<file path="src/rtl/gf2m_pkg.sv">
// gf2m_pkg: shared constants, state encoding and the x-multiply helper for the GF(2^m) multiplier
//   M    field degree (operand/result width)
//   D    digit width, bits of B consumed per cycle
//   N    digits per operand, ceil(M/D)
//   NDW  zero-extended B width, N*D
//   CW   digit counter width
//   POLY f(x) with the x^M term removed (sect163)
package gf2m_pkg;
   localparam int M = 163;
   localparam int D = 4;
   localparam int N = (M + D - 1) / D;
   localparam int NDW = N * D;
   localparam int CW = (N > 1) ? $clog2(N) : 1;
   localparam logic [M-1:0] POLY = 163'hC9;
   typedef enum logic {IDLE, RUN} state_t;
   // v*x mod f: shift left one place, fold the bit leaving position M-1 back in via POLY
   function automatic logic [M-1:0] mulx_mod(input logic [M-1:0] v);
      return {v[M-2:0], 1'b0} ^ (v[M-1] ? POLY : '0);
   endfunction
endpackage

</file>
<file path="src/rtl/gf2m_digit_step.sv">
// gf2m_digit_step: one digit-serial iteration, y = (acc*x^D + ar*digit) mod f
//   acc    in  M  running accumulator
//   ar     in  M  latched multiplicand
//   digit  in  D  current digit of the multiplier, MSB first
//   y      out M  next accumulator value
module gf2m_digit_step
   import gf2m_pkg::*;
(
   input  logic [M-1:0] acc,
   input  logic [M-1:0] ar,
   input  logic [D-1:0] digit,
   output logic [M-1:0] y
);
   logic [M-1:0] shifted;
   logic [M-1:0] partial;
   always_comb begin
      shifted = acc;
      partial = '0;
      for (int i = 0; i < D; i++) shifted = mulx_mod(shifted);
      // Horner over the digit bits keeps every intermediate reduced to M bits
      for (int i = D - 1; i >= 0; i--) partial = mulx_mod(partial) ^ (digit[i] ? ar : '0);
      y = shifted ^ partial;
   end
endmodule

</file>
<file path="src/rtl/gf2m_digit_mul.sv">
// gf2m_digit_mul: digit-serial GF(2^m) multiplier, C = A*B mod f(x), MSB-first, one digit per clock
//   CLK        in  1  clock
//   RST_N      in  1  synchronous active-low reset
//   IN_VALID   in  1  start pulse, A/B sampled on the same edge
//   A, B       in  M  multiplicand, multiplier
//   OUT_VALID  out 1  one-cycle pulse, C valid from this cycle on
//   C          out M  result register, held until the next OUT_VALID
//   BUSY       out 1  operation in progress
//   ERROR      out 1  one-cycle pulse after IN_VALID arrived while busy
module gf2m_digit_mul
   import gf2m_pkg::*;
(
   input  logic         CLK,
   input  logic         RST_N,
   input  logic         IN_VALID,
   input  logic [M-1:0] A,
   input  logic [M-1:0] B,
   output logic         OUT_VALID,
   output logic [M-1:0] C,
   output logic         BUSY,
   output logic         ERROR
);
   state_t state, state_nxt;
   logic [CW-1:0] cnt;
   logic [M-1:0] ar, acc, acc_nxt;
   logic [NDW-1:0] br;
   logic [D-1:0] digit;
   assign digit = br[cnt*D +: D];
   assign BUSY = (state == RUN);
   gf2m_digit_step u_step (
      .acc   (acc),
      .ar    (ar),
      .digit (digit),
      .y     (acc_nxt)
   );
   always_comb begin
      state_nxt = state;
      if (state == IDLE && IN_VALID) state_nxt = RUN;
      else if (state == RUN && cnt == '0) state_nxt = IDLE;
   end
   always_ff @(posedge CLK) begin
      if (!RST_N) begin
         state     <= IDLE;
         cnt       <= '0;
         ar        <= '0;
         br        <= '0;
         acc       <= '0;
         C         <= '0;
         OUT_VALID <= 1'b0;
         ERROR     <= 1'b0;
      end else begin
         state     <= state_nxt;
         OUT_VALID <= 1'b0;
         ERROR     <= (state == RUN) && IN_VALID;
         if (state == IDLE && IN_VALID) begin
            ar  <= A;
            br  <= NDW'(B);
            acc <= '0;
            cnt <= CW'(N - 1);
         end else if (state == RUN) begin
            acc <= acc_nxt;
            if (cnt == '0) begin
               C         <= acc_nxt;
               OUT_VALID <= 1'b1;
            end else begin
               cnt <= cnt - 1'b1;
            end
         end
      end
   end
endmodule
</file>
<file path="config.mk">
export PLATFORM = sky130hd
export DESIGN_NAME = gf2m_digit_mul
export DESIGN_NICKNAME = d
export VERILOG_FILES = /design/src/rtl/gf2m_pkg.sv /design/src/rtl/gf2m_digit_step.sv /design/src/rtl/gf2m_digit_mul.sv
export SDC_FILE = /design/constraint.sdc
export NUM_CORES = 2
export LEC_CHECK = 0
export CAP_MARGIN = 20
export CELL_PAD_IN_SITES_DETAIL_PLACEMENT = 1
export CELL_PAD_IN_SITES_GLOBAL_PLACEMENT = 1
export CORE_UTILIZATION = 44
export CTS_CLUSTER_DIAMETER = 200
export DETAILED_ROUTE_END_ITERATION = 16
export PLACE_DENSITY_LB_ADDON = 0.05
export SLEW_MARGIN = 15
export SYNTH_ARGS = -nofsm -noshare
export SYNTH_HDL_FRONTEND = slang
export SYNTH_SLANG_ARGS = --single-unit
</file>
<file path="constraint.sdc">
create_clock -name CLK -period 5.1 [get_ports CLK]
set_input_delay 0.51 -clock CLK [delete_from_list [all_inputs] [get_ports CLK]]
set_output_delay 0.51 -clock CLK [all_outputs]
set_load 0.05 [all_outputs]
</file>
==> impl.org <==
** Setup path
- The worst setup path is of the flop to flop kind.
- Worst setup startpoint :: cnt[0]
- End of the worst register-to-register path :: C[4]
- Count of cells along the worst register-to-register path :: 10
- Worst setup SP type :: flop
- R2R Setup Slk :: 1020 ps
- Chain of cells forming the critical path :: buf_12 -> mux4_2 -> o22ai_1 -> a211oi_1 -> a41o_4 -> a21boi_0 -> nor3_1 -> nor2_1 -> xnor3_1 -> a21oi_1
- Among all stages on the critical path, the largest delay is contributed by sky130_fd_sc_hd__dfxtp_2.
- Critical Path End Type :: flop
- Crit path DAT :: 4620 ps
- Launch point of the worst reg-to-reg path :: cnt[0]
- Worst setup path endpoint :: C[4]
- Highest fanout seen on the critical path :: 50
- Data required time of the critical path :: 5640 ps
- The largest single stage delay on the critical path is 820 ps.

** Timing
- Top achievable clock speed :: 0.245 GHz
- The hold violation total from the final report was 0.
- Clock Skew :: 20.6 ps
- WHS :: 455 ps
- Actual transition at the worst max-transition pin :: 1120 ps
- Setup repair after global routing missed its margin :: no
- The number of slew-limit violations in the final report was 0.
- The worst path in the final design needs a cycle of 4080 ps, including I/O delays and setup.
- Post-Route Setup TNS :: 0 ps
- Setup violations remaining at the end of the flow were counted as 0.
- Max-slew headroom at the worst pin :: 0.256
- Crit share post-route :: 0.800

** Logic synthesis
- Of the post-synthesis cell area, the dominant cell type holds 0.401.
- Cells taking the most area after synthesis :: sky130_fd_sc_hd__dfxtp_1, sky130_fd_sc_hd__nand2_1, sky130_fd_sc_hd__xnor2_1
- Averaged over all synthesized cells, the footprint is 8.06 um2.
- Post-synthesis net count :: 4422
- The share of the Yosys chip area taken by registers is 0.401.
- Top flip-flop cell by instance count after synthesis :: sky130_fd_sc_hd__dfxtp_1
- Number of warning messages in the yosys log :: 0
- Counting flops and latches in the post-synthesis netlist gives 661.
- Synth Instances :: 4091
- Summed instance area of the synthesized netlist :: 0.0330 mm2
- Area leader, netlist :: sky130_fd_sc_hd__dfxtp_1
- Share of flip-flops with an asynchronous set or reset after synthesis :: 0
- In this run, synthesis inferred 0 flip-flops with an integrated enable.
- Number of unique standard cell types used by synthesis :: 52

** Final layout
- Share of post-route cells with drive strength above 1 :: 0.0490
- Most common cell after layout, fill and taps aside :: sky130_fd_sc_hd__nand2_1
- NumNets Final :: 4708
- The library cells used most frequently in the layout, excluding fill and tap cells, are sky130_fd_sc_hd__nand2_1, sky130_fd_sc_hd__dfxtp_1, sky130_fd_sc_hd__clkdlybuf4s50_1, sky130_fd_sc_hd__xnor2_1, sky130_fd_sc_hd__a21boi_0.
- The filler cells instantiated in the layout total 8744.
- Syn-to-layout area delta :: 24.1%

** Global route
- The number of antenna violations at the first check in global routing was 13.
- The first global-routing pass estimated 165 mm of wire.
- Number of global-route vias before repair :: 29300
- Entering global routing, the biggest net connects 204 pins.
- GRT Resource Usage Total :: 0.274
- The total overflow left after global routing is 0.

** Hold path
- In this run the worst hold path is classified as input port to flop.

** Floorplanning
- Std-Cell Rows :: 100
- The initial utilization of the core area, before any placement, comes to 0.444.
- Horizontal die dimension :: 276 um
- # IOs :: 495
- The die is 276 um tall.
- Die Area :: 0.0760 mm2
- The core region is 0.0743 mm2.

** Power
- Max VDD drop :: 0.226 mV
- Power density cells :: 353 mW/mm2
- In this run the static leakage power is 13.2 nW.

** Status
- The run finished with clean final reports.

** Job
- Across the run, the number of max-cap violations was 0.

** Placed design
- During placement, the flow inserted port buffers numbering 494.
- Detail Placement HPWL :: 70.2 mm
- Routability cong. :: 0.819

** Routing
- The first routing iteration left 1552 violations.
- In this run the remaining antenna-violating nets after routing total 0.
- Dividing the detail-routed wire length by the instance count gives 19.7 um.
- Pre-Repair DR Iteration Count :: 5
- The routed design has 107 mm of wire.
- After detailed routing, the number of vias per cell comes to 5.36.
- The routed layout has 29000 vias.
- Remaining routing DRC violations :: 0

** Clocking
- Root Driver :: sky130_fd_sc_hd__clkbuf_16
- The number of gates resized after CTS was 0.
- Latest clock arrival within the worst-skew pair :: 620 ps
- Clock-pin slew was measured on the worst setup and hold paths at 60 ps.
- No sink is reached through more buffers than the 3 on the longest clock path.
- The number of hold buffers added after CTS was 0.
- Number of sinks driven by the clock tree :: 661
- Number of buffers created by CTS :: 75
- Clock H-tree levels :: 3
- CTS tree :: done
- In this run the post-CTS setup repair buffer count came out at 0.
synth_stat cells (3+ instances only):
cell type and n:
sky130_fd_sc_hd__mux2i_1 22, sky130_fd_sc_hd__dfxtp_1 661, sky130_fd_sc_hd__nor3_1 3, sky130_fd_sc_hd__xor2_1 163
sky130_fd_sc_hd__a21oi_1 10, sky130_fd_sc_hd__buf_1 15, sky130_fd_sc_hd__nand3_1 168, sky130_fd_sc_hd__nor2_1 17
sky130_fd_sc_hd__xnor2_1 491, sky130_fd_sc_hd__buf_6 4, sky130_fd_sc_hd__nor2b_1 5, sky130_fd_sc_hd__clkbuf_1 259
sky130_fd_sc_hd__o211ai_1 3, sky130_fd_sc_hd__buf_4 11, sky130_fd_sc_hd__mux2_2 8, sky130_fd_sc_hd__and2_1 3
sky130_fd_sc_hd__xnor3_1 6, sky130_fd_sc_hd__nand2_1 1310, sky130_fd_sc_hd__o21ai_1 26, sky130_fd_sc_hd__or2_2 3
sky130_fd_sc_hd__buf_2 32, sky130_fd_sc_hd__a21boi_0 331, sky130_fd_sc_hd__xor3_1 3, sky130_fd_sc_hd__mux4_2 33
sky130_fd_sc_hd__inv_1 3, sky130_fd_sc_hd__o22ai_1 158, sky130_fd_sc_hd__nand2b_1 5, sky130_fd_sc_hd__o21ai_0 303
how the worst min path moves through the flow:
stage | start | end | slack, ps | depth (start not counted)
6_report | A[80] | ar[80] | 450 | 3
5_1_grt | B[147] | br[147] | 440 | 3
2_1_floorplan | br[10] | br[10] | 440 | 2
3_3_place_gp | C[49] | C[49] | 450 | 2
3_5_place_dp | C[46] | C[46] | 450 | 2
4_1_cts | A[137] | ar[137] | 430 | 3
per-stage QoR:
stage | util | area (um2) | total power [mW] | instances | setup slack (ps)
finish | 0.550 | 40900 | 14.4 | 5401 | 1020
global route | 0.550 | 40900 | 15.0 | 5401 | 771
floorplan | - | 33000 | 7.83 | 4091 | 1910
global placement | 0.516 | 38400 | 8.86 | 5269 | 1130
detailed placement | 0.516 | 38400 | 8.91 | 5269 | 1010
CTS | 0.550 | 40900 | 14.6 | 5398 | 988
worst max-delay path, delay by kind of cell, from the launching register on:
| family | cells | cell delay, ps |
|---|---|---|
| flip-flops | 1 | 820 |
| XOR/XNOR | 1 | 510 |
| multiplexers | 1 | 510 |
| AND/OR/NAND/NOR | 2 | 480 |
| buffers and inverters | 1 | 260 |
| AO/OA/AOI/OAI | 5 | 1400 |
power breakdown:
| group | switching, mW | total (mW) | internal (mW) |
|---|---|---|---|
| registers | 0.280 | 5.73 | 5.45 |
| clock network | 2.24 | 5.65 | 3.41 |
| logic | 1.89 | 3.07 | 1.18 |
registers in the layout (all words and copies together) (netlist names):
| register | cells |
|---|---|
| br | 163 |
| acc | 163 |
| ar | 163 |
| BUSY | 1 |
| ERROR | 1 |
| OUT_VALID | 1 |
| C | 163 |
| cnt | 6 |
final cells by class:
| class | instances | area [um2] | area share |
|---|---|---|---|
| Tap cell | 969 | 1210 | 0.0296 |
| Antenna cell | 3 | 7.51 | 0.000184 |
| Timing Repair Buffer | 530 | 5400 | 0.132 |
| Sequential cell | 661 | 13200 | 0.324 |
| Clock buffer | 103 | 2200 | 0.0537 |
| Inverter | 6 | 27.5 | 0.000673 |
| Multi-Input combinational cell | 3103 | 18500 | 0.452 |
| Clock inverter | 26 | 348 | 0.00850 |
metal layers:
metal  track usage  up-vias  wire length, um
met4        0.0896       16             3310
met2         0.468      543            51200
met5             0        -               96
li1              -    14000                -
met1         0.353    14200            47800
met3        0.0425      187             4290
logic make-up after synthesis:
logic type | synth area share
mux | 0.0319
fa+ha+maj | 0.000759
buf+inv | 0.0406
flops | 0.401
simple gates | 0.182
xor+xnor | 0.180
compound gates | 0.164
No activity file was read; power rests on OpenSTA's default activity.
